[src/rtl/rr_lock_arbiter.sv]
// Round-robin arbiter with burst locking for one shared downstream port.
// A grant is held until the burst's last beat is accepted; re-arbitration on release has zero bubble.
module rr_lock_arbiter #(
    parameter int NUM_REQ  = 4,
    parameter int ID_WIDTH = 2
) (
    input  logic                clk,
    input  logic                rst,
    input  logic [NUM_REQ-1:0]  req_i,
    output logic [NUM_REQ-1:0]  gnt_o,
    output logic [ID_WIDTH-1:0] gnt_id_o,
    output logic                gnt_valid_o,
    input  logic                out_ready_i,
    input  logic                out_last_i,
    output logic [ID_WIDTH-1:0] ptr_o
);

    localparam logic [0:0]          ST_IDLE = 1'b0;
    localparam logic [0:0]          ST_LOCK = 1'b1;
    localparam logic [ID_WIDTH-1:0] LAST_ID = ID_WIDTH'(NUM_REQ - 1);
    localparam logic [ID_WIDTH-1:0] ONE_ID  = ID_WIDTH'(1);
    localparam logic [ID_WIDTH-1:0] ZERO_ID = {ID_WIDTH{1'b0}};

    // Returns {found, id}: first requester at or above start, else the lowest requester overall.
    function automatic logic [ID_WIDTH:0] rr_pick(input logic [NUM_REQ-1:0] req,
                                                   input logic [ID_WIDTH-1:0] start);
        logic [NUM_REQ-1:0]  hi;
        logic [NUM_REQ-1:0]  pool;
        logic [ID_WIDTH-1:0] id;
        for (int j = 0; j < NUM_REQ; j++) begin
            hi[j] = req[j] & (j >= int'(start));
        end
        pool = (|hi) ? hi : req;
        id   = ZERO_ID;
        for (int j = NUM_REQ - 1; j >= 0; j--) begin
            id = pool[j] ? ID_WIDTH'(j) : id;
        end
        return {|req, id};
    endfunction

    function automatic logic [NUM_REQ-1:0] to_onehot(input logic [ID_WIDTH-1:0] id);
        logic [NUM_REQ-1:0] oh;
        for (int j = 0; j < NUM_REQ; j++) begin
            oh[j] = (int'(id) == j);
        end
        return oh;
    endfunction

    logic [0:0]          state_r,     state_nxt_s;
    logic [ID_WIDTH-1:0] ptr_r,       ptr_nxt_s;
    logic [NUM_REQ-1:0]  gnt_r,       gnt_nxt_s;
    logic [ID_WIDTH-1:0] gnt_id_r,    gnt_id_nxt_s;
    logic                gnt_valid_r, gnt_valid_nxt_s;

    logic                release_s;
    logic [ID_WIDTH-1:0] next_ptr_s;
    logic [ID_WIDTH-1:0] search_start_s;
    logic                pick_found_s;
    logic [ID_WIDTH-1:0] pick_id_s;

    // Arbitration and lock/release next-state logic
    always_comb begin
        release_s       = gnt_valid_r & out_ready_i & out_last_i;
        next_ptr_s      = (gnt_id_r == LAST_ID) ? ZERO_ID : (gnt_id_r + ONE_ID);
        // On release the search must already start past the releasing owner.
        search_start_s  = release_s ? next_ptr_s : ptr_r;
        {pick_found_s, pick_id_s} = rr_pick(req_i, search_start_s);

        state_nxt_s     = state_r;
        ptr_nxt_s       = ptr_r;
        gnt_nxt_s       = gnt_r;
        gnt_id_nxt_s    = gnt_id_r;
        gnt_valid_nxt_s = gnt_valid_r;

        case (state_r)
            ST_IDLE: begin
                if (pick_found_s) begin
                    gnt_nxt_s       = to_onehot(pick_id_s);
                    gnt_id_nxt_s    = pick_id_s;
                    gnt_valid_nxt_s = 1'b1;
                    state_nxt_s     = ST_LOCK;
                end else begin
                    state_nxt_s     = ST_IDLE;
                end
            end
            ST_LOCK: begin
                if (release_s) begin
                    ptr_nxt_s = next_ptr_s;
                    if (pick_found_s) begin
                        gnt_nxt_s       = to_onehot(pick_id_s);
                        gnt_id_nxt_s    = pick_id_s;
                        gnt_valid_nxt_s = 1'b1;
                        state_nxt_s     = ST_LOCK;
                    end else begin
                        gnt_nxt_s       = {NUM_REQ{1'b0}};
                        gnt_valid_nxt_s = 1'b0;
                        state_nxt_s     = ST_IDLE;
                    end
                end else begin
                    state_nxt_s = ST_LOCK;
                end
            end
            default: begin
                gnt_nxt_s       = {NUM_REQ{1'b0}};
                gnt_valid_nxt_s = 1'b0;
                state_nxt_s     = ST_IDLE;
            end
        endcase
    end

    // State, pointer and registered grant outputs
    always_ff @(posedge clk) begin
        if (rst) begin
            state_r     <= ST_IDLE;
            ptr_r       <= ZERO_ID;
            gnt_r       <= {NUM_REQ{1'b0}};
            gnt_id_r    <= ZERO_ID;
            gnt_valid_r <= 1'b0;
        end else begin
            state_r     <= state_nxt_s;
            ptr_r       <= ptr_nxt_s;
            gnt_r       <= gnt_nxt_s;
            gnt_id_r    <= gnt_id_nxt_s;
            gnt_valid_r <= gnt_valid_nxt_s;
        end
    end

    assign gnt_o       = gnt_r;
    assign gnt_id_o    = gnt_id_r;
    assign gnt_valid_o = gnt_valid_r;
    assign ptr_o       = ptr_r;

endmodule

[config.mk]
export PLATFORM = sky130hd
export DESIGN_NAME = rr_lock_arbiter
export DESIGN_NICKNAME = d
export VERILOG_FILES = /design/src/rtl/rr_lock_arbiter.sv
export SDC_FILE = /design/constraint.sdc
export NUM_CORES = 1
export LEC_CHECK = 0
export ABC_AREA = 1
export BUFFER_PORTS_ARGS = -buffer_cell sky130_fd_sc_hd__buf_4
export CORE_AREA = 2 2 39 41
export DETAILED_ROUTE_END_ITERATION = 7
export DIE_AREA = 0 0 41 43
export GPL_TIMING_DRIVEN = 0
export PLACE_DENSITY = 0.77
export SETUP_SLACK_MARGIN = 0.3
export SLEW_MARGIN = 20
export SYNTH_ARGS = -nofsm -noshare
export SYNTH_HDL_FRONTEND = slang
export SYNTH_SLANG_ARGS = --single-unit
[constraint.sdc]
create_clock -name clk -period 1.85 [get_ports clk]
set_clock_uncertainty 0.1 [all_clocks]
set_input_delay 0.185 -clock clk [delete_from_list [all_inputs] [get_ports clk]]
set_output_delay 0.185 -clock clk [all_outputs]
set_load 0.005 [all_outputs]
Word-level counts from Yosys, hierarchy flattened. Cells that the tools add are included. W data, S select, Z words.

Input port bits: 8. Output and inout bits: 9. Flip-flop bits (word level): 10. Logic and storage cells: 45.

Reductions and logical operators: 4. Bitwise logic cells: 6. Multiplexer cells: 20. $add $sub $neg: 1. Order comparisons: 3. Eq/ne operators: 6.

Operators by type and width (number): $mux W2 (8); $mux W4 (3); $pmux W4 S2 (1); $reduce_or A4 Y1 (2); $eq A2 B2 Y1 const B (3); $and A1 B1 Y1 (5); $ge A1 B2 Y1 const A (2); $mux W1 (4); $pmux W1 S2 (2); $pmux W2 S2 (1); $mux W3 (1); $add A2 B1 Y2 const B (1); $eq A2 B1 Y1 const B (1); $ge A2 B2 Y1 const A (1); $logic_not A2 Y1 (1); $ne A2 B1 Y1 const B (1); $ne A2 B2 Y1 const B (1); $reduce_and A2 Y1 (1); $not A1 Y1 (1).

Logic depth before layout (Yosys ltp).
Depth after elaboration: 14. Mapped depth: 12. Mapped depth without buffers: 12.

Worst setup path after synthesis. Ideal clock, no wire load.

Kind: reg-to-reg. Start point: register gnt_id_r[0], in the netlist gnt_id_o[0]. End point: register gnt_r[0], in the netlist gnt_o[0]. Setup time: 0.128 ns. Data required time: 1.622 ns. Data arrival time: 1.422 ns. Cell stages (with the launch flop): 10. Slack: 0.200 ns. Path buffers: 0. Cells stage by stage: dfxtp_1 > ha_1 > nand4_1 > nand3_1 > nand2_1 > inv_2 > a31oi_4 > nand2_1 > nand3_1 > a21oi_1.

Word-level cells in the longest chain between the ends: 14.

RTL lines: start, declared (RTL line 52) `logic [ID_WIDTH-1:0] gnt_id_r, gnt_id_nxt_s;`; start signal, assigned (RTL line 123) `gnt_id_r <= gnt_id_nxt_s;`; $add A2 B1 Y2 / $eq A2 B2 Y1 (equally long branches) (RTL line 64) `next_ptr_s = (gnt_id_r == LAST_ID) ? ZERO_ID : (gnt_id_r + ONE_ID);`; $mux W2 * (RTL line 64); $mux W2 *; $ge A1 B2 Y1 / $ge A2 B2 Y1 (equally long branches) (RTL line 31) `hi[j] = req[j] & (j >= int'(start));`; $and A1 B1 Y1 (RTL line 31); $reduce_or A4 Y1 (RTL line 33) `pool = (|hi) ? hi : req;`; $mux W3 * (RTL line 33); $mux W2 (2 in series) (RTL line 36) `id = pool[j] ? ID_WIDTH'(j) : id;`; $mux W2 * (RTL line 36); $logic_not A2 Y1 * (RTL line 44) `oh[j] = (int'(id) == j);`; $mux W4 (RTL line 89) `if (pick_found_s) begin`; $mux W4 (RTL line 87) `if (release_s) begin`; $pmux W4 S2 * (RTL line 75) `case (state_r)`; end signal, assigned (RTL line 116) `gnt_r <= {NUM_REQ{1'b0}};`; end signal, assigned (RTL line 122) `gnt_r <= gnt_nxt_s;`; end, declared (RTL line 51) `logic [NUM_REQ-1:0] gnt_r, gnt_nxt_s;`.

Mark *: on every way between the ends. The rest lies on a longest branch, timed or not. The select of a mux whose other input is x is not followed. A chain may end at the register's enable or synchronous reset.

Final worst setup path. Ends and elaborated chain as after synthesis.

==> impl_metrics.toml <==
[run_status]
status = "finished clean"

[cells_and_area]
antenna-diode-count = 0
final_common_cell = "buf_4"
drive_gt1_share_pct = 50.00
syn_to_final_growth_pct = 58.37
final_cell_mix = "buf_4 (21), nand2_1 (16), dfxtp_1 (8), inv_1 (7), a21oi_1 (6)"
nNetsFinal = 116

[die]
core_area_mm2 = 0.001384
die_x_um = 41
die_h_um = 43
dieArea_mm2 = 0.001763
initial_core_util_pct = 41.05
rows = 14
num_io_pins = 17

[setup_path]
slowest_delay_ns = 0.34
cp_cell_sequence = "ha_4, nand4_1, buf_6, nand2_4, nand2_4, nand2_4, nand4_4, nand2_1, nor2_2, nand2_2, nand3_1, a21oi_2"
crit_path_max_fanout = 4
reg2reg_from = "gnt_id_o[0]$_SDFFE_PP0P_"
worstPathRequired_ns = 1.97
cp.arrival_ns = 1.86
start_kind = "flop"
critPathKind = "flop to flop"
crit_slowest_cell = "dfxtp_2"
worstSetupEndpointType = "flop"
crit_top_cell = "nand2_4"
startpoint = "gnt_id_o[0]$_SDFFE_PP0P_"

[route]
wl_per_cell_um = 11.45
wl_mm = 1.397
vias_per_cell = 5.238
drtIter0Drc = 5
detail-route-antenna-nets = 0
drtPass1Iterations = 4
vias = 639
drc = 0

[synthesis]
seq_area_frac_synth_pct = 35.24
yosys-top-cells-area = "dfxtp_1 (35%), nand2_1 (13%), a21oi_1 (7.0%), nand3_1 (6.2%), inv_1 (5.3%)"
synthCells = 80
yosys.area.top_type = "dfxtp_1"
yosysUniqueCellTypes = 20
synth.avg_cell_area_um2 = 7.101
ys_ff_latch = 10
ys_warn_count = 0
synth_top_area_share_pct = 35.24
synth_nets = 89
synth.cell_area_um2 = 568.0

[grt]
first_global_vias = 534
grt_pass1_wl_mm = 2.187
grt_start_max_net_pins = 9
antenna_found_initial = 0
grt-ovfl-total = 0
track_usage_pct = 18.26

[power]
power.switching_mw = 0.1975
internal-power_mw = 0.4391
p_leak_nw = 0.4180
p_seq_share_pct = 38.6
power_frac_clock_pct = 32.4
ir_drop_uv = 439.2
powerDensity_mw_per_mm2 = 707.7
power_mw = 0.6367
pwr-share-comb_pct = 29.1
switching_share_pct = 31.03

[timing]
finalSetupTns_ns = 0
fmax_mhz = 573.5
slew_headroom_pct = 75.03
period_needed_ns = 1.744
grt_setup_unrepaired = "true"
finalCritPeriodShare_pct = 94.26
tightest_slew_ns = 0.3746
slew_violations = 0
setup_violations = 0
finalHoldViolCount = 0

[cts]
clock_latency_ns = 0.28
htreeDepth = 1
numCtsBuffers = 3
cts-root-to-sink-buffers = 2
clkTransAtPathRegs_ns = 0.07
cts_root_buf = "clkbuf_4"
clock_sinks = 10
cts_tree = "done"
postCtsHoldBufs = 0

[placement]
dp_hpwl_um = 957.7
place_congestion = 0.7910
io_buffers = 15

[hold_path]
hp-class = "primary input to flop"
hp-start = "req_i[1]"

[run]
cap_violations = 0
[metrics by stage]
stage / instance area (µm²) / setup slack (ns) / hold slack, ns / instances / utilization [%]
global route: 899.6 / -0.0009093 / 0.1621 / 122 / 65.01
floorplan: 568.0 / 0.2001 / 0.2616 / 80 / -
detailed placement: 700.7 / 0.01741 / 0.3620 / 111 / 50.63
global placement: 700.7 / 0.05621 / 0.3559 / 111 / 50.63
finish: 899.6 / 0.1062 / 0.1618 / 122 / 65.01
CTS: 814.5 / 0.06070 / 0.1401 / 119 / 58.86
[final timing paths]
check / slack, ns / to / cells after the start
max reg2reg: 0.11 / gnt_o[0]$_SDFFE_PP0P_ / 12
min: 0.16 / state_r$_SDFF_PP0_ / 3
max: 0.11 / gnt_o[0]$_SDFFE_PP0P_ / 12
min reg2reg: 0.37 / gnt_o[3]$_SDFFE_PP0P_ / 2
[timing repair]
item	in CTS	in global routing
setup endpoints to repair	6	6
buffers inserted	4	3
gates resized for setup	9	15
pin swaps	11	11
[cells by family (layout without fill, tap and decap cells)]
logic type               count (synthesis)  in the layout  synth area share (%)
flip-flops                              10             10                 35.24
adder cells (fa/ha/maj)                  1              1                 2.202
AO/OA/AOI/OAI                           14             14                 15.64
AND/OR/NAND/NOR                         45             45                 40.30
buffers and inverters                   10             36                 6.607
[power groups by stage]
stage          Sequential, mW  Clock [mW]  Combinational [mW]
4_1_cts                 0.245       0.206               0.156
3_5_place_dp            0.249           0               0.132
5_1_grt                 0.248       0.216               0.205
3_3_place_gp            0.249           0               0.129
6_report                0.245       0.206               0.185
2_1_floorplan           0.249           0              0.0799
[area by class of cell]
| class | instances | area (µm²) |
|---|---|---|
| Multi-Input combinational cell | 60 | 434.2 |
| Tap cell | 16 | 20.02 |
| Sequential cell | 10 | 202.7 |
| Clock buffer | 4 | 36.28 |
| Timing Repair Buffer | 22 | 168.9 |
| Buffer | 1 | 3.754 |
| Inverter | 9 | 33.78 |
| Fill cell | 125 | 484.2 |
[sequential cells by signal, indices dropped and copies added (netlist names)]
register,count
state_r,1
ptr_o,2
gnt_id_o,2
gnt_valid_o,1
gnt_o,4
[critical path: cells and delay by family, from the launching register on]
kind	cells	cell delay, ns
fa+ha+maj	1	0.25
flops	1	0.34
buf+inv	1	0.16
simple gates	9	0.72
compound gates	1	0.12
[synth_stat cells]
library cell,n
ha_1,1
nand2_2,4
nand3_2,1
nand3_1,7
inv_2,1
nor3_1,1
nor2_2,2
a31oi_1,2
nand2_1,19
a21oi_1,8
or2_2,1
inv_1,8
dfxtp_1,10
nand2_4,1
nand4_1,4
a31oi_4,1
nand4_2,1
clkbuf_1,1
nor2_1,4
o21ai_0,3
[layer usage]
| metal | track usage, % | vias to the layer above | share of wire, % | wire length (µm) |
|---|---|---|---|---|
| li1 | - | 321 | - | - |
| met2 | 26.56 | 14 | 50 | 699 |
| met3 | 4.712 | 2 | 5.0 | 70 |
| met1 | 23.53 | 302 | 43 | 606 |
| met4 | 10.00 | 0 | 1.4 | 20 |
| met5 | 0 | - | 0 | 0 |
(Power assumes the default switching activity.)
